## src/rtl/rot_pkg.sv

```systemverilog
// rtl/rot_pkg.sv - shared types and widths for the rotate command path
package rot_pkg;

  localparam int ROT_DATA_W = 32;
  localparam int ROT_AMT_W  = 5;

  typedef struct packed {
    logic [ROT_DATA_W-1:0] data;
    logic [ROT_AMT_W-1:0]  shift;
    logic                  left;
  } rot_cmd_t;

  localparam int ROT_CMD_W = $bits(rot_cmd_t);

  // Value presented to the rotator when no command is queued.
  localparam rot_cmd_t ROT_IDLE_CMD = '{data: '0, shift: '0, left: 1'b1};

endpackage

```

## src/rtl/rot_cmd_fifo.sv

```systemverilog
// rtl/rot_cmd_fifo.sv - synchronous command FIFO with explicit occupancy count
module rot_cmd_fifo
  import rot_pkg::*;
#(
  parameter  int DEPTH = 4,
  localparam int PTR_W = $clog2(DEPTH)
) (
  input  logic             clk,
  input  logic             rst_n,
  input  logic             push_i,
  input  rot_cmd_t         wdata_i,
  input  logic             pop_i,
  output rot_cmd_t         rdata_o,
  output logic             full_o,
  output logic             empty_o,
  output logic [PTR_W:0]   level_o
);

  localparam logic [PTR_W:0] FULL_LVL = (PTR_W+1)'(DEPTH);

  rot_cmd_t         mem_q [DEPTH];
  logic [PTR_W-1:0] wr_ptr_q, wr_ptr_d;
  logic [PTR_W-1:0] rd_ptr_q, rd_ptr_d;
  logic [PTR_W:0]   level_q, level_d;
  logic             do_push;
  logic             do_pop;

  assign full_o  = (level_q == FULL_LVL);
  assign empty_o = (level_q == '0);
  assign level_o = level_q;
  assign rdata_o = mem_q[rd_ptr_q];

  // No full-bypass: a full FIFO refuses a push even if it pops this cycle.
  assign do_push = push_i & ~full_o;
  assign do_pop  = pop_i & ~empty_o;

  always_comb begin
    wr_ptr_d = wr_ptr_q;
    rd_ptr_d = rd_ptr_q;
    level_d  = level_q;
    if (do_push) begin
      wr_ptr_d = wr_ptr_q + PTR_W'(1);
    end
    if (do_pop) begin
      rd_ptr_d = rd_ptr_q + PTR_W'(1);
    end
    case ({do_push, do_pop})
      2'b10:   level_d = level_q + (PTR_W+1)'(1);
      2'b01:   level_d = level_q - (PTR_W+1)'(1);
      default: level_d = level_q;
    endcase
  end

  always_ff @(posedge clk) begin
    if (!rst_n) begin
      wr_ptr_q <= '0;
      rd_ptr_q <= '0;
      level_q  <= '0;
    end else begin
      wr_ptr_q <= wr_ptr_d;
      rd_ptr_q <= rd_ptr_d;
      level_q  <= level_d;
    end
  end

  always_ff @(posedge clk) begin
    if (do_push) begin
      mem_q[wr_ptr_q] <= wdata_i;
    end
  end

endmodule

```

## src/rtl/rot_cmd_issue_stage.sv

```systemverilog
// rtl/rot_cmd_issue_stage.sv - buffers rotate commands, drives the rotator, registers results
module rot_cmd_issue_stage
  import rot_pkg::*;
#(
  parameter  int DEPTH = 4,
  localparam int PTR_W = $clog2(DEPTH)
) (
  input  logic                  clk,
  input  logic                  rst_n,
  input  logic                  in_valid,
  output logic                  in_ready,
  input  logic [ROT_DATA_W-1:0] in_data,
  input  logic [ROT_AMT_W-1:0]  in_shift,
  input  logic                  in_left,
  output logic [ROT_DATA_W-1:0] rot_data,
  output logic [ROT_AMT_W-1:0]  rot_shift,
  output logic                  rot_sel,
  input  logic [ROT_DATA_W-1:0] rot_result,
  output logic                  out_valid,
  input  logic                  out_ready,
  output logic [ROT_DATA_W-1:0] out_data,
  output logic [PTR_W:0]        level
);

  rot_cmd_t              wr_cmd;
  rot_cmd_t              head_cmd;
  rot_cmd_t              drive_cmd;
  logic                  fifo_full;
  logic                  fifo_empty;
  logic                  push;
  logic                  issue;
  logic                  out_valid_q, out_valid_d;
  logic [ROT_DATA_W-1:0] out_data_q, out_data_d;

  assign wr_cmd = '{data: in_data, shift: in_shift, left: in_left};

  assign in_ready = rst_n & ~fifo_full;
  assign push     = in_valid & in_ready;
  assign issue    = ~fifo_empty & (~out_valid_q | out_ready);

  rot_cmd_fifo #(.DEPTH(DEPTH)) u_fifo (
    .clk     (clk),
    .rst_n   (rst_n),
    .push_i  (push),
    .wdata_i (wr_cmd),
    .pop_i   (issue),
    .rdata_o (head_cmd),
    .full_o  (fifo_full),
    .empty_o (fifo_empty),
    .level_o (level)
  );

  // Park the rotator on a known value so its output is quiet when idle.
  assign drive_cmd = fifo_empty ? ROT_IDLE_CMD : head_cmd;
  assign rot_data  = drive_cmd.data;
  assign rot_shift = drive_cmd.shift;
  assign rot_sel   = drive_cmd.left;

  always_comb begin
    out_valid_d = out_valid_q;
    out_data_d  = out_data_q;
    if (issue) begin
      out_valid_d = 1'b1;
      out_data_d  = rot_result;
    end else if (out_ready) begin
      out_valid_d = 1'b0;
    end
  end

  always_ff @(posedge clk) begin
    if (!rst_n) begin
      out_valid_q <= 1'b0;
      out_data_q  <= '0;
    end else begin
      out_valid_q <= out_valid_d;
      out_data_q  <= out_data_d;
    end
  end

  assign out_valid = out_valid_q;
  assign out_data  = out_data_q;

endmodule
```

## config.mk

```make
export PLATFORM = sky130hd
export DESIGN_NAME = rot_cmd_issue_stage
export DESIGN_NICKNAME = d
export VERILOG_FILES = /design/src/rtl/rot_pkg.sv /design/src/rtl/rot_cmd_fifo.sv /design/src/rtl/rot_cmd_issue_stage.sv
export SDC_FILE = /design/constraint.sdc
export NUM_CORES = 1
export LEC_CHECK = 0
export CAP_MARGIN = 20
export CELL_PAD_IN_SITES_DETAIL_PLACEMENT = 1
export CELL_PAD_IN_SITES_GLOBAL_PLACEMENT = 1
export CORE_MARGIN = 2
export CORE_UTILIZATION = 39
export CTS_CLUSTER_DIAMETER = 80
export DETAILED_ROUTE_END_ITERATION = 10
export PLACE_DENSITY = 0.74
export REMOVE_ABC_BUFFERS = 1
export SETUP_SLACK_MARGIN = 0.15
export SKIP_LAST_GASP = 1
export SLEW_MARGIN = 0
export SYNTH_ARGS = -nofsm -noshare
export SYNTH_HDL_FRONTEND = slang
export SYNTH_SLANG_ARGS = --single-unit
```

## constraint.sdc

```tcl
create_clock -name clk -period 2.5 [get_ports clk]
set_clock_uncertainty 0.2 [all_clocks]
set_input_delay 0.5 -clock clk [delete_from_list [all_inputs] [get_ports clk]]
set_output_delay 0.5 -clock clk [all_outputs]
set_load 0.005 [all_outputs]
```

== Word-level counts from Yosys, hierarchy flattened ==
Memory sizes are Yosys's and may differ from the RTL's. A register that Yosys moved wholly into a read port is not among the register bits.
Index checks and enable logic that the tools add are counted.
Word-level totals
  flip-flop bits (word level): 40
  memory bits (writable): 152
  output and inout port bits: 75
  word-level logic and storage cells: 33
  memories: 1
Memories
  u_fifo.mem_q: depth 4, bits a word 38, rd ports 1, clocked after Yosys merged registers in 1, write ports 1, RTL line rot_cmd_fifo.sv:21  | rot_cmd_t mem_q [DEPTH];
Operators by class
  $add $sub $neg: 4
  equality and inequality tests: 3
  mux-type cells: 8
  bitwise gates (word level): 9
  reduce and logical (&&, ||, !) cells: 3
Operator list (number)
  38-bit two-way mux: 1
  3-bit case mux with 2 select lines: 1
  1-bit AND: 5
  2-bit by 1-bit adder with 2-bit output (second input constant): 2
  1-bit two-way mux: 4
  2-bit two-way mux: 2
  2-bit nonzero test: 2
  3-bit by 1-bit adder with 3-bit output (second input constant): 1
  3-bit equality test (second input constant): 1
  3-bit zero test: 1
  1-bit NOT: 3
  3-bit by 1-bit subtractor with 3-bit output (second input constant): 1
  2-bit by 1-bit equality test with 1-bit output (second input constant): 1
  2-bit equality test (second input constant): 1
  1-bit bitwise OR: 1

== Depth between registers and ports, before layout ==
Gate-level depths: netlist of the first run.
  depth in word-level cells: 7
  gate-level depth with buffers: 9
  mapped depth without buffers: 9

== Modules after synthesis ==
From an unflattened synthesis of the first run, not the netlist that was laid out.
Unflattened totals
  cell total of the unflattened synthesis: 439
  area, all modules: 7621.1 um2
By module, submodules not included
  rot_cmd_fifo: instances 1, cells each 252, area an instance 5993.2 um2
  rot_cmd_issue_stage: instances 1, cells each 187, area an instance 1627.8 um2

== Least setup slack after synthesis of the first run ==
No wires, ideal clock.
  path kind: input -> register
  from: input port out_ready
  to: register u_fifo.level_q[2] (netlist: u_fifo.level_o[2])
  setup time: 76 ps
  arrival: 2247 ps
  data required time: 2224 ps
  path slack: -22 ps
  cell stages on the path: 9
  path buffers: 1
  cell sequence: nor2b_1 -> nor2_2 -> buf_6 -> ha_1 -> inv_1 -> fa_1 -> xor2_1 -> or3_1 -> a21boi_0
On the way
  cells in the longest elaborated chain, start to end: 5
  elaborated cells on any way between the ends: 7
  those cells by class: eq/ne (2); mux (1); bitwise (3); reduce/logical (1)
Ends and longest elaborated chain
  from (decl): RTL line rot_cmd_issue_stage.sv:20  | input logic out_ready,
  1-bit bitwise OR (*): RTL line rot_cmd_issue_stage.sv:39  | assign issue = ~fifo_empty & (~out_valid_q | out_ready);
  1-bit AND (*): RTL line rot_cmd_issue_stage.sv:39
  named net issue: RTL line rot_cmd_issue_stage.sv:31  | logic issue;
  1-bit AND (*): RTL line rot_cmd_fifo.sv:35  | assign do_pop = pop_i & ~empty_o;
  2-bit by 1-bit equality test with 1-bit output / 2-bit equality test (equally long branches): RTL line rot_cmd_fifo.sv:47  | case ({do_push, do_pop})
  3-bit case mux with 2 select lines / 2-bit nonzero test (equally long branches)
  to (signal assigned): RTL line rot_cmd_fifo.sv:62  | level_q <= level_d;
  to (decl): RTL line rot_cmd_fifo.sv:24  | logic [PTR_W:0] level_q, level_d;
The timed path passes the listed nets; every way through them passes the cells marked *.
A chain may end at the register's enable or synchronous reset.

==> results list, run 1 <==
- The flow ran to the end, but the final reports show violations.
- Violated checks: negative setup slack
- Final max-slew violation count: 0
* Commonest cells after routing, fill and taps aside: sky130_fd_sc_hd__edfxtp_1, sky130_fd_sc_hd__clkdlybuf4s50_1, sky130_fd_sc_hd__nand2_1, sky130_fd_sc_hd__mux4_2, sky130_fd_sc_hd__dfxtp_1
- The total area inside the core boundary comes to 18800 um^2.
- Slew of the pin with the lowest slew margin: 0.581 ns
- Timing would allow up to 373 MHz.
* Initial core utilization: 40.0%
- The final critical path takes up 107% of the cycle.
- The largest total area in the synthesized netlist belongs to sky130_fd_sc_hd__edfxtp_1.
* Routability-driven placement congestion ratio: 0.681
- After detailed routing, the number of remaining DRC violations is 0.
- The die is 143 um tall.
- The final route contains 4378 vias.
- After the flow finishes, the layout carries non-filler instances totaling 902.
- After synthesis, the largest area contributor takes up 60.6% of total cell area.
- The worst setup path is launched from a flip-flop.
- Summing every instance area after synthesis gives 7530 um^2.
* Final worst setup slack: -0.184 ns
- Final hold violation count: 0
* Endpoint of the worst hold path: out_data[4]
- The analysis attributes to cell leakage a power of 3.67 nW.
- Peak supply drop: 0.563 mV
- Worst Hold Depth: 2
- Number of distinct standard cells referenced by the synthesized netlist: 30
- By area the synthesized netlist is led by sky130_fd_sc_hd__edfxtp_1, sky130_fd_sc_hd__mux4_2, sky130_fd_sc_hd__dfxtp_1.
- The first routing iteration left 106 violations.
* Number of hold buffers added after cts: 0
- Critical path class: flip-flop to output port
* Required time of the critical path: 1.80 ns
* Vias/cell: 4.85
* Tightest Hold Check Type: flip-flop to flip-flop
- Most frequent standard cell in the layout excluding fill and tap cells: sky130_fd_sc_hd__edfxtp_1
* Proportion of synthesized chip area in sequential cells: 71.7%
* Area added between synthesis and finish: 37.6%
- Type of destination of the critical path: output port
- In this run the worst path has a maximum fanout of 7.
- Clock root buffer: sky130_fd_sc_hd__clkbuf_16
- Warnings from Yosys: 0
* Power density over cell area: 1100 nW/um^2
- After detailed routing, the average wire length per cell comes to 19.0 um.
- Including well taps, the total number of placed cells is 844.
- Headroom to the max-slew limit came out at 61.2%.
- Maximum number of pins on one net before global-route repair: 65
- In this run the number of H-tree levels came out at 4.
- FF-to-FF Start: u_fifo.level_o[2]
- Clock insertion delay at the later pin of the skew report: 0.42 ns
- Cells with a size suffix above 1 make up 28.5% of the layout.
- Number of buffers created by CTS: 17
- Final design utilization: 55.0%
* Count of antenna-violating nets left after detailed routing: 0
- After synthesis the netlist holds a flip-flop and latch count of 194.
- Number of buffers inserted by port buffering: 148
- Synthesis handed over a netlist of 435 instances.
* WL final: 17.1 mm
* Total Routing Usage GR: 17.8%
* Leftover overflow at the end of global routing: 0
- Final number of setup-violating endpoints: 37
- The first detailed-routing pass ran for 4 iterations.
- FF-to-FF path depth: 9
- Arrival time of the worst setup path: 1.98 ns
- R2r endpoint: u_fifo.level_o[2]
- Summed over all nets, the half-perimeter wirelength after detailed placement is 11.0 mm.
- Die width: 143 um
- Ports: 149
* Die outline area: 20400 um^2
- Number of rows created at floorplan: 50
* Shortest clock period the worst path allows after layout: 2.68 ns
- Vias in the first global route: 4923
- Number of inserted diodes: 0
* Number of buffers on the longest clock path: 2
* Clock tree from TritonCTS: done
- Beginning of the worst hold path: out_data[4]
* Max-cap violations: 0
* Avg Inst Size Synth: 17.3 um^2
- After the last flow step, the layout net total stands at 709.
* Sink Count: 194
* Number of antenna violations at the first check in global routing: 0
* First-pass GRT wire length: 27.2 mm
* Reg clk slew, reported paths: 0.07 ns
* Worst reg2reg setup slack: 0.37 ns
- Setup repair after global routing could not meet its margin everywhere.
layer usage:
layer  up-vias  GRT usage [%]  wire [um]
met5         -              0          0
met4         0           5.58        213
met3        12           6.44       1340
met2       139           30.1       8490
met1      2215           21.3       7090
li1       2012              -          -
timing repair:
action / in CTS / in global routing
cloned: 2 / 0
setup endpoints to repair: 39 / 39
setup buffers: 23 / 1
pin swaps: 0 / 1
resized for setup: 190 / 10
power breakdown:
group | internal, mW | total (mW) | switching (mW) | leakage [nW]
sequential | 3.92 | 4.16 | 0.242 | 1.73
clock | 1.30 | 2.54 | 1.24 | 0.258
combinational | 2.69 | 4.69 | 2.00 | 1.68
total | 7.92 | 11.4 | 3.48 | 3.67
logic make-up after synthesis:
| family | synth area share [%] |
|---|---|
| xor+xnor | 0.233 |
| fa+ha+maj | 1.10 |
| mux | 15.9 |
| buf+inv | 2.26 |
| simple gates | 7.77 |
| flops | 71.7 |
| compound gates | 1.01 |
synthesized netlist by cell type, drive strengths merged:
cell type,count
nor2b,36
or2,1
inv,8
and2b,2
buf,12
and2,6
edfxtp,152
mux2i,34
a21oi,1
nor2,2
ha,5
o31ai,1
xnor2,1
clkbuf,11
mux4,38
dfxtp,42
or4,1
nand2,68
xor2,1
or3,2
o41a,1
nor3,1
fa,1
a21boi,5
o21ai,3
flip-flops by register name, summed over array words and instances, names as in the netlist, named ones only:
name / flops
u_fifo.level_o: 3
out_data: 32
out_valid: 1
u_fifo.rd_ptr_q: 2
u_fifo.mem_q: 152
u_fifo.wr_ptr_q: 2
cell type report:
| type | count | area (um^2) |
|---|---|---|
| well taps | 260 | 325 |
| multi-input cells | 210 | 2080 |
| flip-flops and latches | 194 | 5420 |
| repair buffers | 198 | 1960 |
| clock inverters | 14 | 128 |
| clock buffers | 18 | 429 |
| fillers | 1764 | 8470 |
| inverters | 8 | 30.0 |
worst max path at each step:
stage	start	to	slack, ns	depth (start not counted)
6_report	flip-flop	rot_shift[0]	-0.18	6
5_1_grt	flip-flop	rot_data[28]	-0.26	6
4_1_cts	flip-flop	rot_data[7]	-0.20	6
3_5_place_dp	out_ready	u_fifo.level_o[2]	-0.18	9
3_3_place_gp	out_ready	u_fifo.level_o[2]	-0.1	9
2_1_floorplan	u_fifo.level_o[0]	u_fifo.level_o[2]	-1.02	8
through the flow:
step                worst slack (ns)  area, um^2  TNS, ns  total power [mW]  hold slack (ns)
finish                        -0.184       10400    -3.31              11.4            0.261
global route                  -0.259       10400    -6.48              12.0            0.286
CTS                           -0.203       10300    -4.69              11.5            0.266
detailed placement            -0.179        9530   -0.179              8.50            0.254
global placement             -0.0957        9530  -0.0957              8.34            0.241
floorplan                      -1.02        7390   -29.45              6.18            0.251
critical path, stage by stage (launching register included):
cell                      delay (ns)
sky130_fd_sc_hd__dfxtp_4        0.45
sky130_fd_sc_hd__buf_6          0.13
sky130_fd_sc_hd__buf_12         0.10
sky130_fd_sc_hd__buf_16         0.13
sky130_fd_sc_hd__mux4_2         0.50
sky130_fd_sc_hd__nor2b_1        0.14
sky130_fd_sc_hd__buf_2          0.13
No activity file was read; power rests on OpenSTA's default activity.
==> run 2: changes to the inputs <==
Settings changed: CTS_CLUSTER_SIZE set to 16.
==> results of run 2 <==
Final layout, timing and power as in run 1 (identical DEF).
==> run 3: changes to the inputs <==
Settings changed: CORE_UTILIZATION 39 to 35, PLACE_DENSITY 0.74 to 0.67, SKIP_LAST_GASP 1 to unset, SLEW_MARGIN 0 to 15.
==> run 3 against run 2 <==
Effect of this change:
- the run still ends with negative setup slack left
- count of clock-buffer cells in the layout increased by 2
- maximum frequency decreased by 0.47%
- utilization decreased by 5.9 points
- wire length decreased by 2.2%
- global-route usage decreased by 2.4 points
- worst setup slack got worse by 0.013 ns
- worst hold slack got worse by 0.043 ns
- combinational power about the same
- cell count increased by 1.3%
- cell area about the same
- sequential share of layout area about the same
- critical endpoint is now rot_data[7]
- largest cell class unchanged
==> results list, run 3 (synthesis gave the netlist of run 1 again) <==
- Routing layer with the top usage in global route: met2
- The tightest min-delay check is of the input port to flip-flop type.
* Core Region: 21100 um^2 (+12%)
- The number of placed instances with taps included was 855 (+1.3%).
* Number of rows created at floorplan: 53 (+6.0%)
- The count of clock tree sinks came to 194 (unchanged).
- The time the final worst path needs with I/O delays and setup is 2.70 ns (+0.0128 ns).
- Maximum number of pins on one net before global-route repair: 67 (+3.1%)
- Total Routing Usage GR: 15.4% (-2.4 points)
* Die outline area: 22700 um^2 (+11%)
* DPL Wire Length: 10.3 mm (-6.8%)
- Final hold violation count: 0 (unchanged)
* Average detailed-routed wire length per instance: 18.3 um (-3.5%)
* Length of the first detailed-routing pass in iterations: 4 (unchanged)
- The met1 usage in global routing was 18.7% (-2.6 points).
* Total Nets Final: 707 (-0.28%)
- Result of the run: finished, violations left
- Slew HR: 59.6% (-1.6 points)
- The top cell types in the final layout, fill and taps aside, are sky130_fd_sc_hd__edfxtp_1, sky130_fd_sc_hd__clkdlybuf4s50_1, sky130_fd_sc_hd__nand2_1, sky130_fd_sc_hd__dfxtp_1, sky130_fd_sc_hd__mux4_2.
* Clock insertion delay at the later pin of the skew report: 0.42 ns (about the same)
- Arrival time of the worst setup path: 2.00 ns (+0.02 ns)
- Area added between synthesis and finish: 37.5% (about the same)
* Reg clk slew, reported paths: 0.07 ns (about the same)
- The required time of the critical path is 1.80 ns (about the same).
- The number of flip-flops in the largest register came to 152 (unchanged).
* Critical-path maximum fanout: 7 (unchanged)
- The sum of negative setup slack is -4.64 ns (-1.33 ns).
* Switching power: 3.35 mW (-3.7%)
- Most frequent standard cell in the layout excluding fill and tap cells: sky130_fd_sc_hd__edfxtp_1
- The total global routing overflow was 0 (unchanged).
- The worst-case setup slack after placement is -0.193 ns (-0.0145 ns).
* Tcrit/Tclk final: 108% (+0.51 points)
* Number of antenna violations at the first check in global routing: 1 (+1)
- Total number of vias: 4368 (-0.23%)
* Lkg Pwr: 3.66 nW (-0.26%)
- Worst Hold Depth: 2 (unchanged)
- CTS H-Tree Depth: 4 (unchanged)
- FF-to-FF Start: u_fifo.level_o[0]
- Number of buffers on the longest clock path: 2 (unchanged)
- Number of hold buffers added after cts: 0 (unchanged)
* Power density over cell area: 1110 nW/um^2 (+0.63%)
- Ratio of cells with drive above 1 in the final layout: 26.8% (-1.7 points)
- The number of vias per cell after detailed routing came to 4.78 (-1.5%).
* Fraction of power consumed by sequential logic: 36.0% (-0.5 points)
- First-pass GRT wire length: 26.0 mm (-4.5%)
- The detailed-route DRC error count came to 0 (unchanged).
- The post-detailed-routing wire length is 16.8 mm (-2.2%).
- The startpoint identified for the worst hold timing path is rst_n.
- The portion of total power attributed to the clock network was 22.9% (+0.6 points).
- The final setup violation count is 38 (+2.7%).
- The smallest setup slack after layout came to -0.197 ns (-0.0128 ns).
- Fraction of power spent switching nets: 29.2% (-1.3 points)
- Setup repair after global routing missed its margin: true
* Ports: 149 (unchanged)
- The maximum vdd ir drop is 0.490 mV (-13%).
* Die extent in y: 151 um (+5.4%)
- Violated checks: negative setup slack
- The highest attainable clock frequency is 371 MHz (-0.47%).
- Number of buffers inserted by port buffering: 148 (unchanged)
- Global-route track usage on met2: 25.8% (-4.3 points)
* Clock tree from TritonCTS: done
- The final RePlAce weighted congestion was 0.700 (+2.7%).
- FF-to-FF path depth: 10 (+1)
- Global routing usage on met3: 5.27% (-1.2 points)
* Type of destination of the critical path: output port
- Max-cap violations: 0 (unchanged)
* Worst reg2reg setup slack: 0.26 ns (-0.11 ns)
- Slew of the pin with the lowest slew margin: 0.606 ns (+0.0243 ns)
- Largest register by flop count: u_fifo.mem_q
- Number of buffers created by CTS: 17 (unchanged)
* Endpoint of the worst hold path: out_valid
- The worst setup path is launched from a flip-flop.
- Critical path class: flip-flop to output port
- The detailed router's first-iteration violation count was 245 (+130%).
* Final max-slew violation count: 0 (unchanged)
- R2r endpoint: u_fifo.level_o[2]
* Number of inserted diodes: 0 (unchanged)
- The combinational cell fraction of total power was 41.1% (about the same).
- The residual antenna-violating net count after detailed routing is 0 (unchanged).
- Clock root buffer: sky130_fd_sc_hd__clkbuf_16
- The width of the chip is 151 um (+5.4%).
* Filler-free cell count of the finished design: 914 (+1.3%)
- Total power: 11.5 mW (+0.56%)
* Vias in the first global route: 4772 (-3.1%)
- Initial core utilization: 35.7% (-4.3 points)
- The cell internal power dissipation came to 8.11 mW (+2.4%).
* Final hold slack: 0.218 ns (-0.0430 ns)
run 3: changes by cell type in the layout (fill, tap and decap cells not counted), sizes merged:
cell           delta
buf               -5
bufinv            +2
clkbuf            +1
clkdlybuf4s15     +1
clkinv            -2
clkinvlp          -1
dlygate4sd2       +3
inv               -2
run 3: worst max path at each step:
stage / startpoint / to
2_1_floorplan: u_fifo.level_o[0] / u_fifo.level_o[2]
3_3_place_gp: out_ready / u_fifo.level_o[2]
3_5_place_dp: out_ready / u_fifo.level_o[2]
4_1_cts: flip-flop / rot_data[6]
5_1_grt: flip-flop / rot_data[28]
6_report: flip-flop / rot_data[7]
run 3: timing repair:
action | in CTS | in global routing
setup buffers | 21 | 4
hold endpoints to repair | 0 | 0
cloned | 3 | 0
resized for setup | 169 | 19
setup endpoints to repair | 39 | 39
run 3: cell type report:
type	count	area (um^2)
Clock buffer	20	437
Clock inverter	11	130
Fill cell	2060	10700
Inverter	8	30.0
Multi-Input combinational cell	210	2060
Sequential cell	194	5410
Tap cell	275	344
Timing Repair Buffer	196	1940
run 3: worst max-delay path: stages (launching register included):
cell and delay (ns):
sky130_fd_sc_hd__dfxtp_4 0.38, sky130_fd_sc_hd__buf_6 0.11, sky130_fd_sc_hd__buf_12 0.10, sky130_fd_sc_hd__buf_16 0.12, sky130_fd_sc_hd__buf_6 0.09, sky130_fd_sc_hd__mux4_2 0.50, sky130_fd_sc_hd__nor2b_4 0.14, sky130_fd_sc_hd__buf_2 0.12
run 3: layer usage:
| layer | vias up | share of wire [%] |
|---|---|---|
| met1 | 2199 | 42 |
| met4 | 2 | 0.94 |
| met3 | 16 | 7.7 |
| li1 | 2005 | - |
| met5 | - | 0.078 |
| met2 | 146 | 49 |
run 3: metrics by stage:
stage	util (%)	cell area, um^2
6_report	49.1	10400
4_1_cts	48.8	10300
3_5_place_dp	45.0	9490
3_3_place_gp	45.0	9490
2_1_floorplan	-	7390
5_1_grt	49.1	10400
run 3: power groups by stage:
stage	clock (mW)	combinational (mW)	sequential [mW]
after CTS	2.70	4.68	4.12
final	2.62	4.71	4.12
after detailed placement	0	4.26	4.18
after global routing	2.82	5.13	4.17
after global placement	0	4.20	4.16
after floorplan	0	1.84	4.34
